<file path="src/rtl/axi4_lite_slv_template_if.sv">
// axi4_lite_if: AXI4-Lite bus bundle with master and slave views
interface axi4_lite_if #(
    parameter int ADDR_BIT_WIDTH = 32,
    parameter int DATA_BIT_WIDTH = 32
);
    logic [ADDR_BIT_WIDTH-1:0]   awaddr;
    logic [2:0]                  awprot;
    logic                        awvalid;
    logic                        awready;
    logic [DATA_BIT_WIDTH-1:0]   wdata;
    logic [DATA_BIT_WIDTH/8-1:0] wstrb;
    logic                        wvalid;
    logic                        wready;
    logic [1:0]                  bresp;
    logic                        bvalid;
    logic                        bready;
    logic [ADDR_BIT_WIDTH-1:0]   araddr;
    logic [2:0]                  arprot;
    logic                        arvalid;
    logic                        arready;
    logic [DATA_BIT_WIDTH-1:0]   rdata;
    logic [1:0]                  rresp;
    logic                        rvalid;
    logic                        rready;

    modport slave (
        input  awaddr, awprot, awvalid, wdata, wstrb, wvalid, bready,
        input  araddr, arprot, arvalid, rready,
        output awready, wready, bresp, bvalid, arready, rdata, rresp, rvalid
    );

    modport master (
        output awaddr, awprot, awvalid, wdata, wstrb, wvalid, bready,
        output araddr, arprot, arvalid, rready,
        input  awready, wready, bresp, bvalid, arready, rdata, rresp, rvalid
    );
endinterface

</file>
<file path="src/rtl/axi4_lite_slv_template.sv">
// axi4_lite_slv_template: AXI4-Lite slave with NUM_REGS byte-writable 32-bit registers
module axi4_lite_slv_template #(
    parameter int ADDR_BIT_WIDTH = 32,
    parameter int DATA_BIT_WIDTH = 32,
    parameter int NUM_REGS       = 4
) (
    input logic       i_clk,
    input logic       i_sync_rst,
    axi4_lite_if.slave if_s_axi4_lite
);
    localparam int IW = $clog2(NUM_REGS);
    localparam int NB = DATA_BIT_WIDTH / 8;

    logic [DATA_BIT_WIDTH-1:0] regs_q [NUM_REGS];
    logic [DATA_BIT_WIDTH-1:0] regs_d [NUM_REGS];
    logic                      aw_rdy_q, aw_rdy_d, bvalid_q, bvalid_d;
    logic                      ar_rdy_q, ar_rdy_d, rvalid_q, rvalid_d;
    logic [IW-1:0]             ar_idx_q, ar_idx_d, aw_idx;
    logic [DATA_BIT_WIDTH-1:0] rdata_q, rdata_d;
    logic                      unused_bits;

    assign aw_idx = if_s_axi4_lite.awaddr[IW+1:2];
    assign unused_bits = ^{if_s_axi4_lite.awprot, if_s_axi4_lite.arprot,
                           if_s_axi4_lite.awaddr[ADDR_BIT_WIDTH-1:IW+2], if_s_axi4_lite.awaddr[1:0],
                           if_s_axi4_lite.araddr[ADDR_BIT_WIDTH-1:IW+2], if_s_axi4_lite.araddr[1:0]};

    assign if_s_axi4_lite.awready = aw_rdy_q;
    assign if_s_axi4_lite.wready  = aw_rdy_q;
    assign if_s_axi4_lite.bvalid  = bvalid_q;
    assign if_s_axi4_lite.bresp   = 2'b00;
    assign if_s_axi4_lite.arready = ar_rdy_q;
    assign if_s_axi4_lite.rvalid  = rvalid_q;
    assign if_s_axi4_lite.rdata   = rdata_q;
    assign if_s_axi4_lite.rresp   = 2'b00;

    // Handshake next-state for both channels; reads sample regs_q so a same-edge write is not visible
    always_comb begin
        aw_rdy_d = !aw_rdy_q && !bvalid_q && if_s_axi4_lite.awvalid && if_s_axi4_lite.wvalid;
        bvalid_d = aw_rdy_q || (bvalid_q && !if_s_axi4_lite.bready);
        ar_rdy_d = !ar_rdy_q && !rvalid_q && if_s_axi4_lite.arvalid;
        ar_idx_d = ar_rdy_d ? if_s_axi4_lite.araddr[IW+1:2] : ar_idx_q;
        rvalid_d = ar_rdy_q || (rvalid_q && !if_s_axi4_lite.rready);
        rdata_d  = ar_rdy_q ? regs_q[ar_idx_q] : rdata_q;
        regs_d   = regs_q;
        for (int i = 0; i < NB; i++)
            if (aw_rdy_q && if_s_axi4_lite.wstrb[i])
                regs_d[aw_idx][8*i +: 8] = if_s_axi4_lite.wdata[8*i +: 8];
    end

    // State registers with reset dropping any in-flight transaction
    always_ff @(posedge i_clk) begin
        if (i_sync_rst) begin
            regs_q   <= '{default: '0};
            aw_rdy_q <= 1'b0;
            bvalid_q <= 1'b0;
            ar_rdy_q <= 1'b0;
            rvalid_q <= 1'b0;
            ar_idx_q <= '0;
            rdata_q  <= '0;
        end else begin
            regs_q   <= regs_d;
            aw_rdy_q <= aw_rdy_d;
            bvalid_q <= bvalid_d;
            ar_rdy_q <= ar_rdy_d;
            rvalid_q <= rvalid_d;
            ar_idx_q <= ar_idx_d;
            rdata_q  <= rdata_d;
        end
    end
endmodule

</file>
<file path="src/flat_wrapper.sv">
// flat-port wrapper written by rule: the top's interface ports become plain ports
module axi4_lite_slv_template_flat 
#(
    parameter int ADDR_BIT_WIDTH = 32,
    parameter int DATA_BIT_WIDTH = 32,
    parameter int NUM_REGS       = 4
)
  (i_clk, i_sync_rst, if_s_axi4_lite_awaddr, if_s_axi4_lite_awprot, if_s_axi4_lite_awvalid, if_s_axi4_lite_wdata, if_s_axi4_lite_wstrb, if_s_axi4_lite_wvalid, if_s_axi4_lite_bready, if_s_axi4_lite_araddr, if_s_axi4_lite_arprot, if_s_axi4_lite_arvalid, if_s_axi4_lite_rready, if_s_axi4_lite_awready, if_s_axi4_lite_wready, if_s_axi4_lite_bresp, if_s_axi4_lite_bvalid, if_s_axi4_lite_arready, if_s_axi4_lite_rdata, if_s_axi4_lite_rresp, if_s_axi4_lite_rvalid);
  axi4_lite_if #(.ADDR_BIT_WIDTH(ADDR_BIT_WIDTH), .DATA_BIT_WIDTH(DATA_BIT_WIDTH)) if_s_axi4_lite_i ();
  input logic i_clk;
  input logic i_sync_rst;
  input wire logic [$bits(if_s_axi4_lite_i.awaddr)-1:0] if_s_axi4_lite_awaddr;
  input wire logic [$bits(if_s_axi4_lite_i.awprot)-1:0] if_s_axi4_lite_awprot;
  input wire logic [$bits(if_s_axi4_lite_i.awvalid)-1:0] if_s_axi4_lite_awvalid;
  input wire logic [$bits(if_s_axi4_lite_i.wdata)-1:0] if_s_axi4_lite_wdata;
  input wire logic [$bits(if_s_axi4_lite_i.wstrb)-1:0] if_s_axi4_lite_wstrb;
  input wire logic [$bits(if_s_axi4_lite_i.wvalid)-1:0] if_s_axi4_lite_wvalid;
  input wire logic [$bits(if_s_axi4_lite_i.bready)-1:0] if_s_axi4_lite_bready;
  input wire logic [$bits(if_s_axi4_lite_i.araddr)-1:0] if_s_axi4_lite_araddr;
  input wire logic [$bits(if_s_axi4_lite_i.arprot)-1:0] if_s_axi4_lite_arprot;
  input wire logic [$bits(if_s_axi4_lite_i.arvalid)-1:0] if_s_axi4_lite_arvalid;
  input wire logic [$bits(if_s_axi4_lite_i.rready)-1:0] if_s_axi4_lite_rready;
  output wire logic [$bits(if_s_axi4_lite_i.awready)-1:0] if_s_axi4_lite_awready;
  output wire logic [$bits(if_s_axi4_lite_i.wready)-1:0] if_s_axi4_lite_wready;
  output wire logic [$bits(if_s_axi4_lite_i.bresp)-1:0] if_s_axi4_lite_bresp;
  output wire logic [$bits(if_s_axi4_lite_i.bvalid)-1:0] if_s_axi4_lite_bvalid;
  output wire logic [$bits(if_s_axi4_lite_i.arready)-1:0] if_s_axi4_lite_arready;
  output wire logic [$bits(if_s_axi4_lite_i.rdata)-1:0] if_s_axi4_lite_rdata;
  output wire logic [$bits(if_s_axi4_lite_i.rresp)-1:0] if_s_axi4_lite_rresp;
  output wire logic [$bits(if_s_axi4_lite_i.rvalid)-1:0] if_s_axi4_lite_rvalid;
  assign if_s_axi4_lite_i.awaddr = if_s_axi4_lite_awaddr;
  assign if_s_axi4_lite_i.awprot = if_s_axi4_lite_awprot;
  assign if_s_axi4_lite_i.awvalid = if_s_axi4_lite_awvalid;
  assign if_s_axi4_lite_i.wdata = if_s_axi4_lite_wdata;
  assign if_s_axi4_lite_i.wstrb = if_s_axi4_lite_wstrb;
  assign if_s_axi4_lite_i.wvalid = if_s_axi4_lite_wvalid;
  assign if_s_axi4_lite_i.bready = if_s_axi4_lite_bready;
  assign if_s_axi4_lite_i.araddr = if_s_axi4_lite_araddr;
  assign if_s_axi4_lite_i.arprot = if_s_axi4_lite_arprot;
  assign if_s_axi4_lite_i.arvalid = if_s_axi4_lite_arvalid;
  assign if_s_axi4_lite_i.rready = if_s_axi4_lite_rready;
  assign if_s_axi4_lite_awready = if_s_axi4_lite_i.awready;
  assign if_s_axi4_lite_wready = if_s_axi4_lite_i.wready;
  assign if_s_axi4_lite_bresp = if_s_axi4_lite_i.bresp;
  assign if_s_axi4_lite_bvalid = if_s_axi4_lite_i.bvalid;
  assign if_s_axi4_lite_arready = if_s_axi4_lite_i.arready;
  assign if_s_axi4_lite_rdata = if_s_axi4_lite_i.rdata;
  assign if_s_axi4_lite_rresp = if_s_axi4_lite_i.rresp;
  assign if_s_axi4_lite_rvalid = if_s_axi4_lite_i.rvalid;
  axi4_lite_slv_template #(.ADDR_BIT_WIDTH(ADDR_BIT_WIDTH), .DATA_BIT_WIDTH(DATA_BIT_WIDTH), .NUM_REGS(NUM_REGS)) u_core (.i_clk(i_clk), .i_sync_rst(i_sync_rst), .if_s_axi4_lite(if_s_axi4_lite_i));
endmodule
</file>
<file path="config.mk">
export PLATFORM = sky130hd
export DESIGN_NAME = axi4_lite_slv_template_flat
export DESIGN_NICKNAME = d
export VERILOG_FILES = /design/src/rtl/axi4_lite_slv_template_if.sv /design/src/rtl/axi4_lite_slv_template.sv /design/src/flat_wrapper.sv
export SDC_FILE = /design/constraint.sdc
export NUM_CORES = 1
export LEC_CHECK = 0
export ABC_AREA = 1
export BUFFER_PORTS_ARGS = -buffer_cell sky130_fd_sc_hd__buf_4
export CORE_UTILIZATION = 40
export DETAILED_ROUTE_END_ITERATION = 8
export SYNTH_ARGS = -nofsm -noshare
export SYNTH_HDL_FRONTEND = slang
export SYNTH_SLANG_ARGS = --single-unit
</file>
<file path="constraint.sdc">
create_clock -name i_clk -period 2.1 [get_ports i_clk]
set_input_delay 0.63 -clock i_clk [delete_from_list [all_inputs] [get_ports i_clk]]
set_output_delay 0.63 -clock i_clk [all_outputs]
set_load 0.02 [all_outputs]
</file>
# --- After elaboration in Yosys (flattened, before gate mapping) ---
# Index checks and enable logic that the tools add are counted.
classes:
  n_reduce_logical: 20
  muxes: 19
  bitwise_logic: 2
  n_lt_le_gt_ge: 3
op_table:
  columns: ["cell", "n"]
  rows:
  - ["128-bit bitwise mux", 4]
  - ["128-bit two-way mux", 4]
  - ["32-bit demux with 2-bit select", 4]
  - ["32-bit two-way mux", 3]
  - ["32-bit binary-select mux with 2-bit select", 1]
  - ["24-bit two-way mux", 1]
  - ["16-bit two-way mux", 1]
  - ["1-bit logical AND", 12]
  - ["8-bit two-way mux", 1]
  - ["3-bit greater-or-equal comparator (second input constant)", 2]
  - ["1-bit logical NOT", 6]
  - ["2-bit NOT with 3-bit output", 2]
  - ["3-bit by 1-bit less-than comparator with 1-bit output (second input constant)", 1]
  - ["1-bit logical OR", 2]
totals:
  elab_cells: 54
  regBits: 166
  input_bits: 113
  output_inout_bits: 41

# --- Depth between registers and ports, before layout ---
depth:
  depth_word: 13
  ltp_mapped: 6
  depth_no_buf: 6

# --- Worst setup path after synthesis ---
# OpenSTA, ideal clock, no wires.
synth_path:
  path_type: "input to register"
  start: "in if_s_axi4_lite_awaddr[2]"
  end: "reg u_core.regs_q[0] in the netlist's numbering"
  arrival_ns: 1.296
  required_ns: 1.984
  n_path_buf: 0
  setup_slack_ns: 0.688
  setup_ns: 0.116
  cell_stages: 5
  path_cell_list: "nand2_1 nor2_4 inv_1 nor2_1 nor2_1"
synth_between:
  elab_chain_len: 13
  elab_cells_between_ends: 17
  cone_classes: "order compare: 2; mux: 13; bitwise: 1; reduce/logical: 1"
synth_lines:
  columns: ["element", "line_no", "text"]
  rows:
  - ["from (decl)", "flat_wrapper.sv:12", "input wire logic [$bits(if_s_axi4_lite_i.awaddr)-1:0] if_s_axi4_lite_awaddr;"]
  - ["2-bit NOT with 3-bit output (not written as such) *", "axi4_lite_slv_template.sv:47", "regs_d[aw_idx][8*i +: 8] = if_s_axi4_lite.wdata[8*i +: 8];"]
  - ["3-bit greater-or-equal comparator (not written as such) or 3-bit by 1-bit less-than comparator with 1-bit output (tied branches)", "axi4_lite_slv_template.sv:47", null]
  - ["1-bit logical AND (not written as such)", "axi4_lite_slv_template.sv:47", null]
  - ["8-bit two-way mux (not written as such)", "axi4_lite_slv_template.sv:47", null]
  - ["32-bit demux with 2-bit select", "axi4_lite_slv_template.sv:47", null]
  - ["128-bit bitwise mux", "axi4_lite_slv_template.sv:47", null]
  - ["128-bit two-way mux", "axi4_lite_slv_template.sv:46", "if (aw_rdy_q && if_s_axi4_lite.wstrb[i])"]
  - ["128-bit bitwise mux", "axi4_lite_slv_template.sv:47", null]
  - ["128-bit two-way mux", "axi4_lite_slv_template.sv:46", null]
  - ["128-bit bitwise mux", "axi4_lite_slv_template.sv:47", null]
  - ["128-bit two-way mux", "axi4_lite_slv_template.sv:46", null]
  - ["128-bit bitwise mux", "axi4_lite_slv_template.sv:47", null]
  - ["128-bit two-way mux *", "axi4_lite_slv_template.sv:46", null]
  - ["to (signal assigned)", "axi4_lite_slv_template.sv:61", "regs_q <= regs_d;"]
  - ["to (decl)", "axi4_lite_slv_template.sv:14", "logic [DATA_BIT_WIDTH-1:0] regs_q [NUM_REGS];"]
# Every way passes the cells marked *; elsewhere a longest branch is shown, timed or not.
# A chain may end at the register's enable or synchronous reset.

# --- Worst setup path after layout ---
layout_path:
  start: "reg u_core.aw_rdy_q, in the netlist u_core.if_s_axi4_lite.awready"
  end: "out if_s_axi4_lite_awready"
layout_lines:
  columns: ["element", "line_no", "text"]
  rows:
  - ["from (decl)", "axi4_lite_slv_template.sv:16", "logic aw_rdy_q, aw_rdy_d, bvalid_q, bvalid_d;"]
  - ["from (signal assigned)", "axi4_lite_slv_template.sv:62", "aw_rdy_q <= aw_rdy_d;"]
  - ["to (decl)", "flat_wrapper.sv:23", "output wire logic [$bits(if_s_axi4_lite_i.awready)-1:0] if_s_axi4_lite_awready;"]
# No word-level cell between the ends.

==> flow_summary.yaml <==
pwr:
  combinationalPowerShare: 0.105
  p_int_uw: 5141
  swShare: 0.2513
  power_frac_seq: 0.478
  pwr-share-clk: 0.417
  max-vdd-ir-drop_v: 0.0006564
  switchingPower_uw: 1726
  p_per_area_nw_per_um2: 843.1
  p_leak_uw: 0.003360
clock_network:
  clock_sinks: 166
  clkTransAtPathRegs_ps: 60
  htree_levels: 4
  cts_root_buffer: "clkbuf_16"
  cts_setup_buffers: 0
  ctsResizeCount: 0
  cts_buffers: 17
  cts_tree: "built"
  worst_skew_pair.late_latency_ps: 430
  clockBufferDepth: 2
  cts_hold_repair.buffers: 0
timing:
  clock.fmax_ghz: 0.5213
  grt_setup_unrepaired: "no"
  clock_skew_ps: 5.384
  hold_violations: 0
  setup_violations: 0
  fin_crit_sh: 0.9134
  worst_slew_pin_slew_ps: 537.9
  slew-limit-headroom: 0.6409
  fin_tns_setup_ps: 0
  min_period_ps: 1918
  whs_ps: 420.9
  drv_slew: 0
setup_path:
  arrival_ps: 1290
  worst_path_max_delay_cell: "dfxtp_1"
  crit_fanout: 8
  path_delay_family: "flip-flops"
  crit_chain: "buf_4"
  cp_num_buf_inv: 1
  start_kind: "flip-flop"
  cpPeakStageDelay_ps: 620
  worstPathRequired_ps: 1470
  end_kind: "primary output"
  path_class: "reg2out"
flow_run:
  drv_cap: 0
cells_and_area:
  antennaDiodeCount: 0
  layout-drive-gt1-share: 0.1382
  multiInputGateArea_um2: 3042
  nFillCells: 1721
  area_growth_pct: 21.93
  ff_latch_area_um2: 3326
  final_area_um2: 8145
  fin_nets: 1150
floorplanning:
  start_util: 0.4145
  std_cell_rows: 46
  io_pins: 154
  die_width_um: 131.2
  die_height_um: 131.2
  core_um2: 16120
  dieArea_um2: 17220
synth:
  synth_seq_cells: 166
  seq_area_frac_synth: 0.4975
  yosys_warnings: 0
  ys_types: 15
  synthCells: 955
  syn_area_um2: 6680
  synth_area_per_cell_um2: 6.995
grt:
  grt_antenna_before_repair: 0
  grt_usage: 0.2127
  grt_start_max_net_pins: 69
  grt_overflow: 0
  grt_pass1_vias: 5624
  grt_pass1_wl_um: 29010
placement:
  dpl-instance-area_um2: 7612
  routabilityCongestion: 0.7774
  post-dp-hpwl_um: 11640
  port_buffers: 83
detailed_routing:
  drtAntennaViolNets: 0
  drtIter0Drc: 472
  drt_first_pass_iters: 7
  avgViaCountPerCell: 4.825
  drc: 0
  vias: 6103
  post_drt_wl_per_cell_um: 13.81
  totalWireLength_um: 17470
hold_path:
  hold_class: "in2reg"
outcome:
  status: "completed"
path summary, 6_finish.rpt:
path         cells past startpoint  slack [ps]                     startpoint                            end
max                              1         180  u_core.if_s_axi4_lite.awready         if_s_axi4_lite_awready
min                              2         420                     i_sync_rst  u_core.if_s_axi4_lite.arready
max reg2reg                      6         260  u_core.if_s_axi4_lite.awready             u_core.regs_q[106]
min reg2reg                      1         470   u_core.if_s_axi4_lite.bvalid  u_core.if_s_axi4_lite.awready
cell type report:
| type | instances | area share |
|---|---|---|
| inverter | 28 | 0.01306 |
| clock buffer | 21 | 0.05530 |
| clock inverter | 10 | 0.01014 |
| tap | 216 | 0.03318 |
| multi-input combinational | 715 | 0.3734 |
| timing repair buffer | 109 | 0.1066 |
| sequential | 166 | 0.4083 |
layout by cell type, fill, tap and decap left out, types with 7 or more instances in the layout:
cell and n:
nor2_1 267, nand2_1 178, dfxtp_1 164, o21ai_0 162
buf_4 105, nand3_1 65, a21oi_1 34, inv_1 26
clkbuf_16 17, clkinv_2 7
kinds of logic (layout without fill, tap and decap cells):
family          after synthesis  in the layout  share of synthesized area
compound gates              196            196                     0.1468
buf+inv                      77            168                    0.04888
flops                       166            166                     0.4975
other cells                   1              4                  0.0005614
simple gates                515            515                     0.3062
power by group through the flow:
| stage | clock network, uW | logic, uW | registers, uW |
|---|---|---|---|
| finish | 2870 | 721 | 3280 |
| floorplan | 0 | 367 | 3390 |
| detailed placement | 0 | 724 | 3350 |
| global placement | 0 | 721 | 3350 |
| global route | 3070 | 805 | 3290 |
| CTS | 2940 | 726 | 3280 |
synthesized netlist by cell type:
master    instances  area [um2]
nor2_1          267        1002
nand2_1         178       668.1
dfxtp_1         166        3323
o21ai_0         162       810.8
nand3_1          65       325.3
a21oi_1          34       170.2
clkbuf_1         31       116.4
inv_1            26       97.59
buf_2            12       60.06
buf_4             6       45.04
nor2_4            4       45.04
clkinv_1          1       3.750
conb_1            1       3.750
inv_2             1       3.750
nor3_1            1       5.000
flip-flops by register name (all words and copies together), names as in the netlist:
name and count:
u_core.if_s_axi4_lite.rdata 32, u_core.ar_idx_q 2, u_core.if_s_axi4_lite.bvalid 1, u_core.if_s_axi4_lite.arready 1, u_core.regs_q 128, u_core.if_s_axi4_lite.awready 1, u_core.if_s_axi4_lite.rvalid 1
per-stage QoR:
stage                     setup WS, ps  std cells    util  total power (uW)
after global placement           185.9       1234  0.4724              4070
after global routing             128.3       1265  0.5054              7160
after detailed placement         182.5       1234  0.4724              4074
after floorplan                  687.8        958       -              3758
final                            181.8       1265  0.5054              6867
after CTS                        178.3       1265  0.5054              6945
layer usage:
metal / track usage / up-vias / wire [um]
met4: 0.07386 / 0 / 251
met3: 0.04244 / 19 / 716
met1: 0.2891 / 2714 / 8731
met2: 0.3342 / 125 / 7769
met5: 0 / - / 0
li1: - / 3245 / -
No activity file was read; power rests on OpenSTA's default activity.
